**config.mk**
```make
export PLATFORM = sky130hd
export DESIGN_NAME = eight_by_four_divider
export DESIGN_NICKNAME = d
export VERILOG_FILES = /design/src/rtl/eight_by_four_divider.sv
export SDC_FILE = /design/constraint.sdc
export NUM_CORES = 1
export LEC_CHECK = 0
export CORE_MARGIN = 2
export CORE_UTILIZATION = 55
export CTS_BUF_LIST = sky130_fd_sc_hd__clkbuf_8
export DETAILED_ROUTE_END_ITERATION = 8
export PLACE_DENSITY = 0.9
export SLEW_MARGIN = 10
export SYNTH_ARGS = -nofsm -noshare
export SYNTH_HDL_FRONTEND = slang
export SYNTH_SLANG_ARGS = --single-unit
```
**constraint.sdc**
```tcl
create_clock -name clk -period 4.7 [get_ports clk]
set_clock_uncertainty 0.05 [all_clocks]
set_input_delay 0.705 -clock clk [delete_from_list [all_inputs] [get_ports clk]]
set_output_delay 0.705 -clock clk [all_outputs]
set_load 0.005 [all_outputs]
```
**src/rtl/eight_by_four_divider.sv**
```systemverilog
// Unsigned 8-by-4 restoring divider, one quotient bit per cycle, MSB first.
// Optional divide-by-zero short-cut enabled by defining DIV_BY_ZERO_DETECT_EN.
module eight_by_four_divider (
  input  logic       clk,
  input  logic       rst_n,
  input  logic       start,
  input  logic [7:0] dividend,
  input  logic [3:0] divisor,
  output logic       busy,
  output logic       done,
  output logic [7:0] quotient,
  output logic [3:0] remainder,
  output logic       div_by_zero
);

  typedef enum logic [1:0] {IDLE = 2'd0, CALC = 2'd1, DONE = 2'd2} state_t;

  state_t     state, state_nxt;
  logic [4:0] pr;
  logic [7:0] shreg;
  logic [3:0] dvs;
  logic [2:0] cnt;
  logic       accept, last, fits;
  logic [4:0] rem_shift, rem_next;
  logic       zero_fast;

  assign accept = start && (state != CALC);

`ifdef DIV_BY_ZERO_DETECT_EN
  logic zero_flag;

  always_ff @(posedge clk or negedge rst_n) begin
    if (!rst_n)      zero_flag <= 1'b0;
    else if (accept) zero_flag <= (divisor == 4'd0);
  end

  assign zero_fast = zero_flag;
`else
  assign zero_fast = 1'b0;
`endif

  assign last = zero_fast || (cnt == 3'd7);

  // A carry into pr[4] only arises with a zero divisor, where every step fits anyway.
  always_comb begin
    rem_shift = {pr[3:0], shreg[7]};
    fits      = pr[4] || (rem_shift >= {1'b0, dvs});
    rem_next  = fits ? (rem_shift - {1'b0, dvs}) : rem_shift;
  end

  always_ff @(posedge clk or negedge rst_n) begin
    if (!rst_n) state <= IDLE;
    else        state <= state_nxt;
  end

  always_comb begin
    state_nxt = state;
    case (state)
      IDLE:    if (accept) state_nxt = CALC;
      CALC:    if (last)   state_nxt = DONE;
      DONE:    state_nxt = accept ? CALC : IDLE;
      default: state_nxt = IDLE;
    endcase
  end

  always_comb begin
    busy = (state == CALC);
    done = (state == DONE);
  end

  // Shift register carries the unused dividend bits in from the top and
  // collects quotient bits at the bottom.
  always_ff @(posedge clk or negedge rst_n) begin
    if (!rst_n) begin
      pr          <= 5'd0;
      shreg       <= 8'd0;
      dvs         <= 4'd0;
      cnt         <= 3'd0;
      quotient    <= 8'd0;
      remainder   <= 4'd0;
      div_by_zero <= 1'b0;
    end else if (accept) begin
      pr    <= 5'd0;
      shreg <= dividend;
      dvs   <= divisor;
      cnt   <= 3'd0;
    end else if (state == CALC) begin
      if (zero_fast) begin
        quotient    <= 8'hFF;
        remainder   <= shreg[3:0];
        div_by_zero <= 1'b1;
      end else begin
        pr    <= rem_next;
        shreg <= {shreg[6:0], fits};
        cnt   <= cnt + 3'd1;
        if (cnt == 3'd7) begin
          quotient    <= {shreg[6:0], fits};
          remainder   <= rem_next[3:0];
          div_by_zero <= 1'b0;
        end
      end
    end
  end

endmodule

```
==> metrics <==
Routed Antenna Nets=0; cell depth of the worst flop-to-flop path=6; Initial Utilization=0.562; Vias/cell=6.00; TritonCTS Sinks=34; Die X=59.2 um; Max-Cap Viols=0; Synth warnings=0; fraction of layout cells with a size suffix above 1=0.162; Setup crit end=busy; Antenna diodes=0; die area=3500 um^2; Die H=59.2 um; Ports=30; max incr delay on CP=620 ps; WHS=439 ps; leakage=0.903 nW; Worst EP arrival=2230 ps; # resized after CTS=0; DR iter-0 viols=41; vias in the first global route=1280; Area growth syn-to-layout=22.6%; max_slew headroom=0.537; final hold vios=0; Root Buffer=clkbuf_8; crit path max-delay cell type=clkdlybuf4s50_1; First-pass DRT Iterations=4; ys flop type=dfrtp_1; status=finished, final reports clean; RSZ-0062 raised after global routing=false; DP HPWL=2500 um; CP Launch Point=state[1]$_DFFE_PN0P_; CP Class=flop to output pin; FFs w/ async S/R, synth=1.00; Layout Nets=201; Syn Area/Cell=11.2 um^2; # H-tree levels=2; Hold Path Class=flop to flop; critical path peak fanout=25; Total Routed Length=3540 um; # setup viols final=0; Post-route DRC=0; GPL Wtd Cong=0.903; Syn Nets=171; Post-Syn Area=1670 um^2; Total Routing Usage GR=0.226; clock latency on the worst-skew pair=290 ps; Setup TNS=0 ps; post-synthesis sequential area ratio=0.508; Peak VDD IR=0.369 mV; R2R Path End=remainder[2]$_DFFE_PN0P_; largest net degree at the start of global routing=35; drt wl/cell=16.7 um; Tmin final=2990 ps; EDFF count, synth=0; pwr dens=769 nW/um^2; routed via count=1273; # fillers=217; Rows=20; Synth Register Bits=34; crit start category=flop; Slew Viols, Final=0; Power Total=0.00158 W; Core Box Area=2980 um^2; Post-Synthesis Cells=149; antenna violations before repair=0; Critical R2R Launch=cnt[0]$_DFFE_PN0P_; Worst Tran Pin Value=693 ps; port buffer count=28; post-cts hold buffer count=0; count of unique library cells instantiated by Yosys=40; global-route wire length before repair=5800 um; clk buf depth=2; Peak Freq=0.335 GHz; Setup crit end kind=output pin; CTS tree=built; flop-to-flop setup slack=2610 ps; GR Overflow Total=0; Reg clk slew, reported paths=60 ps; post-CTS setup buffer count=0; worst-path cell chain=nand2b_1 > inv_1 > clkdlybuf4s50_1; fin crit share=0.636; Worst EP required=3940 ps; CTS buffer count=5
stage by stage:
stage / area, um^2 / std cells / util / setup slack [ps]
6_report: 2050 / 212 / 0.689 / 1710
4_1_cts: 2050 / 212 / 0.689 / 1740
3_3_place_gp: 1970 / 205 / 0.663 / 2120
3_5_place_dp: 1970 / 205 / 0.663 / 2070
2_1_floorplan: 1670 / 149 / - / 2950
5_1_grt: 2050 / 212 / 0.689 / 1540
metal layers:
| metal | track usage | up-vias | share of wire |
|---|---|---|---|
| li1 | - | 590 | - |
| met2 | 0.379 | 58 | 0.50 |
| met5 | 0 | - | 0 |
| met1 | 0.269 | 616 | 0.42 |
| met4 | 0.0877 | 0 | 0.025 |
| met3 | 0.0742 | 9 | 0.062 |
worst min-delay path by stage:
stage | start | end | slack, ps | depth (start not counted)
floorplan | rst_n | cnt[0]$_DFFE_PN0P_ | 360 | 0
global placement | remainder[3]$_DFFE_PN0P_ | remainder[3]$_DFFE_PN0P_ | 410 | 2
detailed placement | remainder[2]$_DFFE_PN0P_ | remainder[2]$_DFFE_PN0P_ | 430 | 2
CTS | remainder[2]$_DFFE_PN0P_ | remainder[2]$_DFFE_PN0P_ | 450 | 2
global route | dvs[1]$_DFFE_PN0P_ | dvs[1]$_DFFE_PN0P_ | 480 | 1
finish | remainder[2]$_DFFE_PN0P_ | remainder[2]$_DFFE_PN0P_ | 440 | 2
where the power goes:
group	switching [W]	internal [W]	leakage (nW)	total, W
combinational	0.000425	0.000409	0.460	0.000834
sequential	0.000108	0.000440	0.399	0.000547
clock	0.0000992	0.0000991	0.0438	0.000198
total	0.000632	0.000948	0.903	0.00158
worst max-delay path, delay by kind of cell (launching register included):
kind,cells,cell delay [ps]
AND/OR/NAND/NOR,1,370
buffers and inverters,2,1200
flip-flops,1,380
area by class of cell:
cell class | count | area [um^2] | share of cell area
Inverter | 8 | 30.0 | 0.0146
Clock buffer | 5 | 68.8 | 0.0335
Timing Repair Buffer | 29 | 288 | 0.140
Clock inverter | 2 | 10.0 | 0.00488
Sequential cell | 34 | 851 | 0.414
Multi-Input combinational cell | 101 | 764 | 0.372
Tap cell | 33 | 41.3 | 0.0201
layout by cell type, fill, tap and decap left out, drive strengths merged:
master         synthesis  routed
dfrtp                 34      34
clkdlybuf4s50          0      28
nand2                 16      16
o21ai                 15      15
mux2                  11      11
nand3                  8       8
inv                    7       7
mux2i                  7       7
ha                     6       6
clkbuf                 2       5
nand4                  4       4
o311ai                 3       3
a21o                   3       3
nor2                   3       3
clkinv                 1       3
nor2b                  2       2
a211oi                 2       2
a21oi                  2       2
xnor2                  2       2
a31oi                  2       2
o31ai                  2       2
nand2b                 1       1
or3                    1       1
and3                   1       1
and3b                  1       1
o31a                   1       1
nor3                   1       1
o211ai                 1       1
nand3b                 1       1
nor4                   1       1
or3b                   1       1
o22ai                  1       1
fa                     1       1
conb                   1       1
buf                    4       1
logic make-up after synthesis:
family,synth area share
mux,0.116
flops,0.508
fa+ha+maj,0.0568
simple gates,0.138
compound gates,0.133
other cells,0.00224
buf+inv,0.0351
xor+xnor,0.0105
cells in the mapped netlist (3+ instances only):
master	count	area share
ha_1	6	0.045
mux2i_1	7	0.042
mux2_2	11	0.074
nand3_1	8	0.024
nand2_1	16	0.036
dfrtp_1	34	0.51
o311ai_1	3	0.016
nand4_1	4	0.015
o21ai_0	13	0.039
inv_1	7	0.016
registers in the layout, summed over array words and instances, names as in the netlist:
signal / flops
cnt: 3
quotient: 8
dvs: 4
shreg: 8
pr: 5
remainder: 4
state: 2
Note: power is estimated with default switching activity, not from simulation.
